===== config.mk =====
export PLATFORM = sky130hd
export DESIGN_NAME = cpu_step_ctrl
export DESIGN_NICKNAME = d
export VERILOG_FILES = /design/src/rtl/cpu_clk_pkg.sv /design/src/rtl/btn_debounce.sv /design/src/rtl/cpu_step_ctrl.sv
export SDC_FILE = /design/constraint.sdc
export NUM_CORES = 1
export LEC_CHECK = 0
export BUFFER_PORTS_ARGS = -buffer_cell sky130_fd_sc_hd__buf_4
export CORE_AREA = 2 2 63 65
export CTS_CLUSTER_SIZE = 12
export DETAILED_ROUTE_END_ITERATION = 6
export DIE_AREA = 0 0 65 67
export PLACE_DENSITY = 0.69
export SYNTH_ARGS = -nofsm -noshare
export SYNTH_HDL_FRONTEND = slang
export SYNTH_SLANG_ARGS = --single-unit

===== constraint.sdc =====
create_clock -name clk_i -period 2.03 [get_ports clk_i]
set_input_delay 0.3045 -clock clk_i [delete_from_list [all_inputs] [get_ports clk_i]]
set_output_delay 0.3045 -clock clk_i [all_outputs]
set_load 0.01 [all_outputs]

===== src/rtl/cpu_clk_pkg.sv =====
// Shared encodings for the CPU step/run clock-enable controller.
// State encoding matches the mode select so the FSM can load it directly.
package cpu_clk_pkg;

  localparam logic [1:0] MODE_HALT = 2'b00;
  localparam logic [1:0] MODE_FREE = 2'b01;
  localparam logic [1:0] MODE_SLOW = 2'b10;
  localparam logic [1:0] MODE_STEP = 2'b11;

  typedef enum logic [1:0] {
    ST_HALT = MODE_HALT,
    ST_FREE = MODE_FREE,
    ST_SLOW = MODE_SLOW,
    ST_STEP = MODE_STEP
  } state_e;

  localparam int DB_CYCLES_DEF = 20;

endpackage


===== src/rtl/btn_debounce.sv =====
// Two-flop synchroniser plus counter debounce for a raw pushbutton.
// press_o is a one-cycle pulse registered alongside the rising stable level.
module btn_debounce
  import cpu_clk_pkg::*;
#(
  parameter int DB_CYCLES = DB_CYCLES_DEF
) (
  input  logic clk_i,
  input  logic rst,
  input  logic btn_i,
  output logic stable_o,
  output logic press_o
);

  localparam logic [15:0] LAST = 16'(DB_CYCLES - 2);

  logic        sync1_q;
  logic        sync2_q;
  logic        stable_q;
  logic        stable_d;
  logic        press_q;
  logic        press_d;
  logic [15:0] db_cnt_q;
  logic [15:0] db_cnt_d;

  // Accept the new level on the cycle the count would reach DB_CYCLES-1
  always_comb begin
    stable_d = stable_q;
    db_cnt_d = '0;
    if (sync2_q != stable_q) begin
      if (db_cnt_q == LAST) begin
        stable_d = sync2_q;
      end else begin
        db_cnt_d = db_cnt_q + 16'd1;
      end
    end
    press_d = stable_d & ~stable_q;
  end

  always_ff @(posedge clk_i or negedge rst) begin
    if (!rst) begin
      sync1_q  <= 1'b0;
      sync2_q  <= 1'b0;
      stable_q <= 1'b0;
      press_q  <= 1'b0;
      db_cnt_q <= '0;
    end else begin
      sync1_q  <= btn_i;
      sync2_q  <= sync1_q;
      stable_q <= stable_d;
      press_q  <= press_d;
      db_cnt_q <= db_cnt_d;
    end
  end

  assign stable_o = stable_q;
  assign press_o  = press_q;

endmodule


===== src/rtl/cpu_step_ctrl.sv =====
// Turns the slow divided clock and step button into a one-cycle
// CPU clock-enable, selected by halt/free/slow/step mode.
module cpu_step_ctrl
  import cpu_clk_pkg::*;
#(
  parameter int DB_CYCLES = DB_CYCLES_DEF,
  parameter int CNT_W     = 16
) (
  input  logic             clk_i,
  input  logic             rst,
  input  logic             slow_clk_i,
  input  logic             btn_i,
  input  logic [1:0]       mode_i,
  output logic             cpu_en_o,
  output logic [CNT_W-1:0] tick_cnt_o,
  output logic [1:0]       state_o
);

  logic             slow1_q;
  logic             slow2_q;
  logic             hist_q;
  logic             slow_rise;
  logic             btn_stable;
  logic             press;
  state_e           state_q;
  logic             cpu_en_q;
  logic             cpu_en_d;
  logic [CNT_W-1:0] cnt_q;
  logic [CNT_W-1:0] cnt_d;

  btn_debounce #(
    .DB_CYCLES(DB_CYCLES)
  ) u_db (
    .clk_i   (clk_i),
    .rst     (rst),
    .btn_i   (btn_i),
    .stable_o(btn_stable),
    .press_o (press)
  );

  // Slow clock is data here: sync, then rising-edge detect
  always_ff @(posedge clk_i or negedge rst) begin
    if (!rst) begin
      slow1_q <= 1'b0;
      slow2_q <= 1'b0;
      hist_q  <= 1'b0;
    end else begin
      slow1_q <= slow_clk_i;
      slow2_q <= slow1_q;
      hist_q  <= slow2_q;
    end
  end

  assign slow_rise = slow2_q & ~hist_q;

  always_comb begin
    cpu_en_d = 1'b0;
    unique case (state_q)
      ST_HALT: cpu_en_d = 1'b0;
      ST_FREE: cpu_en_d = 1'b1;
      ST_SLOW: cpu_en_d = slow_rise;
      ST_STEP: cpu_en_d = press & btn_stable;
    endcase
    cnt_d = cnt_q + CNT_W'(cpu_en_q);
  end

  // Events are judged against the state held before this edge
  always_ff @(posedge clk_i or negedge rst) begin
    if (!rst) begin
      state_q  <= ST_HALT;
      cpu_en_q <= 1'b0;
      cnt_q    <= '0;
    end else begin
      state_q  <= state_e'(mode_i);
      cpu_en_q <= cpu_en_d;
      cnt_q    <= cnt_d;
    end
  end

  assign cpu_en_o   = cpu_en_q;
  assign tick_cnt_o = cnt_q;
  assign state_o    = state_q;

endmodule


* Word-level counts from Yosys, hierarchy flattened *
Cells that the tools add are included.

operators by class
  add/sub/neg operators = 2
  eq/ne operators = 5
  muxes and demuxes = 5
  bitwise logic cells = 5
  reduce and logical (&&, ||, !) cells = 1

operator list
  kind                     number
  $mux W16                 2
  $add A16 B1 Y16          1
  $add A16 B1 Y16 const B  1
  $eq A16 B5 Y1 const B    1
  $eq A2 B2 Y1 const B     2
  $pmux W1 S4              1
  $and A1 B1 Y1            3
  $eq A2 B1 Y1 const B     1
  $logic_not A2 Y1         1
  $mux W1                  2
  $not A1 Y1               2
  $ne A1 B1 Y1             1

word-level totals
  register bits = 42
  input port bits = 6
  logic and storage cells = 29

* Logic depth before layout (Yosys ltp) *
  depth in word-level cells = 4
  gate-level depth with buffers = 7
  depth with buffers taken out = 6

* Modules after synthesis *
From an unflattened synthesis, not the netlist that was laid out.

unflattened totals
  cell total of the unflattened synthesis = 159
  area, all modules = 1829.3 um^2

by module, submodules not included
  module         times used  cells an instance  area each (um^2)  seq. area each (um^2)
  btn_debounce   1           88                 945.9             500.5
  cpu_step_ctrl  1           71                 883.3             550.5

* Worst setup path before layout *
No wires, ideal clock.

  path type = reg2reg
  start = reg u_db.db_cnt_q[0]
  end = reg u_db.db_cnt_q[10]
  library setup time = 0.119 ns
  arrival time = 1.444 ns
  required time = 1.911 ns
  slack = 0.468 ns
  stages on the path, launching flop included = 6
  path through = dfrtp_1 -> ha_1 -> inv_1 -> or4_4 -> xor2_1 -> nor2_2

between the ends
  longest elaborated chain between the ends = 3

RTL lines
  element                                           line                                    text
  start: declaration                                btn_debounce.sv:23                      logic [15:0] db_cnt_q;
  start signal: assignment                          btn_debounce.sv:52                      db_cnt_q <= db_cnt_d;
  $add A16 B1 Y16 or $eq A16 B5 Y1 (tied branches)  btn_debounce.sv:34, btn_debounce.sv:31
  $mux W16 (*)                                      btn_debounce.sv:31                      if (db_cnt_q == LAST) begin
  $mux W16 (*)                                      btn_debounce.sv:30                      if (sync2_q != stable_q) begin
  via u_db.db_cnt_d[10]                             btn_debounce.sv:24                      logic [15:0] db_cnt_d;

Mark *: on every way through the listed nets, which the timed path passes. The rest lies on a longest branch.

* Final worst setup path *
Same ends and word-level chain as after synthesis.

==> flow_summary.toml <==
[finish]
fin_area_mm2 = 0.00211
fin_util_pct = 58.5
multi_input_area_um2 = 698
area_growth_pct = 18.4
final_layout_size_suffix_gt1_share_pct = 20.2
fill_cells = 304
nNetsFinal = 192
diodes = 0
seq_area_mm2 = 0.00105
stdcell_count = 231

[worst_setup_path]
cp-start-kind = "register"
crit_path_end_kind = "register"
critical_path.max_fanout = 7
critPathArrivalTime_ps = 1850
rrSetupSlack_ps = 360
r2r_cells = 5
required_ps = 2200
worstReg2RegEnd = "u_db.db_cnt_q[10]$_DFF_PN0_"
criticalPathCategory = "reg -> reg"
r2r-start = "u_db.db_cnt_q[0]$_DFF_PN0_"

[drt]
final_antenna_net_count = 0
drtIter0Drc = 35
route.detailed.wl_per_inst_um = 12.9
drtPass1Iterations = 4
routed_via_density = 5.11
wirelength_mm = 2.97
drc = 0
num_vias = 1180

[synthesis]
syn_inst = 152
synth_area_mm2 = 0.00178
yosysWarnings = 0
ys_top_cells_by_count = "dfrtp_1 (42), nor2_1 (19), xnor2_1 (18)"
synth_compound_area_share_pct = 0.703
synth-xor-area-share_pct = 14.3
async_flop_share_pct = 100
ys_seq_area_share_pct = 59.0
synth_top_family_by_area = "simple AND/OR/NAND/NOR gates"
synth_top_cell_area_share_pct = 59.0
synth_ff_type = "dfrtp_1"
yosys.area_share.adder_pct = 2.81
synthMuxAreaShare_pct = 0.632
ys_top_cells_by_area = "dfrtp_1 (59%), xnor2_1 (8.9%), xor2_1 (5.4%)"
syn_nets = 162
syn_avg_cell_area_um2 = 11.7
synthSimpleGateAreaFrac_pct = 20.8
ys_seq_elements = 42
synth.most_common_cell = "dfrtp_1"
ys_types = 24
synth_area_leader_cell = "dfrtp_1"
synth_edf_count = 0

[cts]
cts_buffer_depth = 2
htreeDepth = 2
cts_tree = "yes"
cts_setup_buffers = 0
clock_latency_ps = 280
cts.sinks = 42
cts_root_buf = "clkbuf_8"
clkSlewWorstSetupHoldPaths_ps = 70
cts_buffers = 5

[place]
hpwl_mm = 2.18
pre_cts_ws_ps = 361
place_congestion = 0.870
io_buffers = 24
dp_cells = 222
placed_area_mm2 = 0.00201

[pwr]
p_int_mw = 1.29
leakage_nw = 0.990
switching_share_pct = 26.7
irDropWorstVdd_mv = 0.410
switchingPower_uw = 470
comb_power_share_pct = 14.9
power_mw = 1.76
p_clk_share_pct = 28.7
p_seq_share_pct = 56.4
pwr_density_cell_mw_per_mm2 = 835

[grt]
grt_overflow_total = 0
grt_pass1_vias = 1156
grt_max_degree = 43
grt_use_total_pct = 15.9
antenna_found_initial = 0
grt_pass1_wl_mm = 5.15

[timing]
holdWs_ps = 124
fmax_ghz = 0.597
setup-violations-final = 0
fin_crit_sh_pct = 82.5
relSlewSlack_pct = 67.0
hold_viol = 0
setup_ws_ps = 356
worst_pin_slew_ps = 495
period_needed_ps = 1670
skew_ps = 8.57
setup_tns_ps = 0
rsz0062_at_grt = "false"
drv_slew = 0

[min_path]
min_from = "btn_i"
worstHoldPathType = "in -> reg"
hold_end = "u_db.sync1_q$_DFF_PN0_"
hold_depth = 1

[floorplanning]
die_area_mm2 = 0.00436
core_area_mm2 = 0.00361
rows = 22
die_w_um = 65
start_util_pct = 49.4
die_h_um = 67
ios = 25

[status]
status = "finished clean"

[flow_run]
drv_cap = 0
[worst max-delay path, stage by stage, from the launching register on]
cell and delay [ps]:
dfrtp_1 450, ha_1 260, inv_1 100, or4_4 540, xor2_1 170, nor2_2 40
[power groups by stage]
stage / Combinational [mW] / Clock (mW) / Sequential (mW)
6_report: 0.262 / 0.506 / 0.992
5_1_grt: 0.286 / 0.570 / 1.00
4_1_cts: 0.267 / 0.522 / 0.990
3_5_place_dp: 0.265 / 0 / 1.01
3_3_place_gp: 0.258 / 0 / 1.00
2_1_floorplan: 0.0909 / 0 / 1.02
[how the worst max path moves through the flow]
stage	endpoint	start	slack [ps]	depth (start not counted)
2_1_floorplan	u_db.db_cnt_q[10]$_DFF_PN0_	u_db.db_cnt_q[0]$_DFF_PN0_	470	5
3_3_place_gp	u_db.db_cnt_q[10]$_DFF_PN0_	u_db.db_cnt_q[0]$_DFF_PN0_	420	5
3_5_place_dp	u_db.db_cnt_q[10]$_DFF_PN0_	u_db.db_cnt_q[0]$_DFF_PN0_	360	5
4_1_cts	u_db.db_cnt_q[10]$_DFF_PN0_	u_db.db_cnt_q[0]$_DFF_PN0_	360	5
5_1_grt	u_db.db_cnt_q[10]$_DFF_PN0_	u_db.db_cnt_q[1]$_DFF_PN0_	270	5
6_report	u_db.db_cnt_q[10]$_DFF_PN0_	u_db.db_cnt_q[0]$_DFF_PN0_	360	5
[per-layer routing]
metal,track usage [%],vias to the layer above,wire (um)
met3,5.57,2,137
li1,-,579,-
met2,26.9,24,1480
met4,5.59,0,22
met5,0,-,0
met1,18.8,575,1330
[cells by family (layout without fill, tap and decap cells)]
kind of cell    count (synthesis)  count (layout)
buf+inv                         7              38
mux                             1               1
simple gates                   67              67
xor+xnor                       29              29
compound gates                  2               2
fa+ha+maj                       4               4
flops                          42              42
[layout by cell type (no fill, tap or decap), drive strengths merged]
cell and n:
nor3 1, nor2 20, and3 6, clkbuf 6, or4 1, nor4b 1, buf 25, xor2 11
xnor2 18, inv 4, dfrtp 42, nor4 7, clkinv 2, dlygate4sd3 1, nor3b 2, a31oi 2
mux2 1, and4 2, nand3 11, nand2 7, nand4 9, ha 4
[state kept, by name, summed over array words and instances (netlist names)]
name           flops
u_db.db_cnt_q     16
slow2_q            1
slow1_q            1
u_db.sync2_q       1
tick_cnt_o        16
hist_q             1
u_db.press_o       1
u_db.stable_o      1
cpu_en_o           1
u_db.sync1_q       1
state_o            2
[cell type report]
class | instances | area share (%)
clock buffers | 6 | 3.44
clock inverters | 2 | 0.653
inverters | 4 | 0.712
multi-input cells | 103 | 33.1
flip-flops and latches | 42 | 49.9
well taps | 48 | 2.85
repair buffers | 26 | 9.38
[timing repair]
item,CTS,global route
endpoints found under the hold margin,1,0
hold buffers,1,0
resized for setup,0,0
No activity file was read; power rests on OpenSTA's default activity.
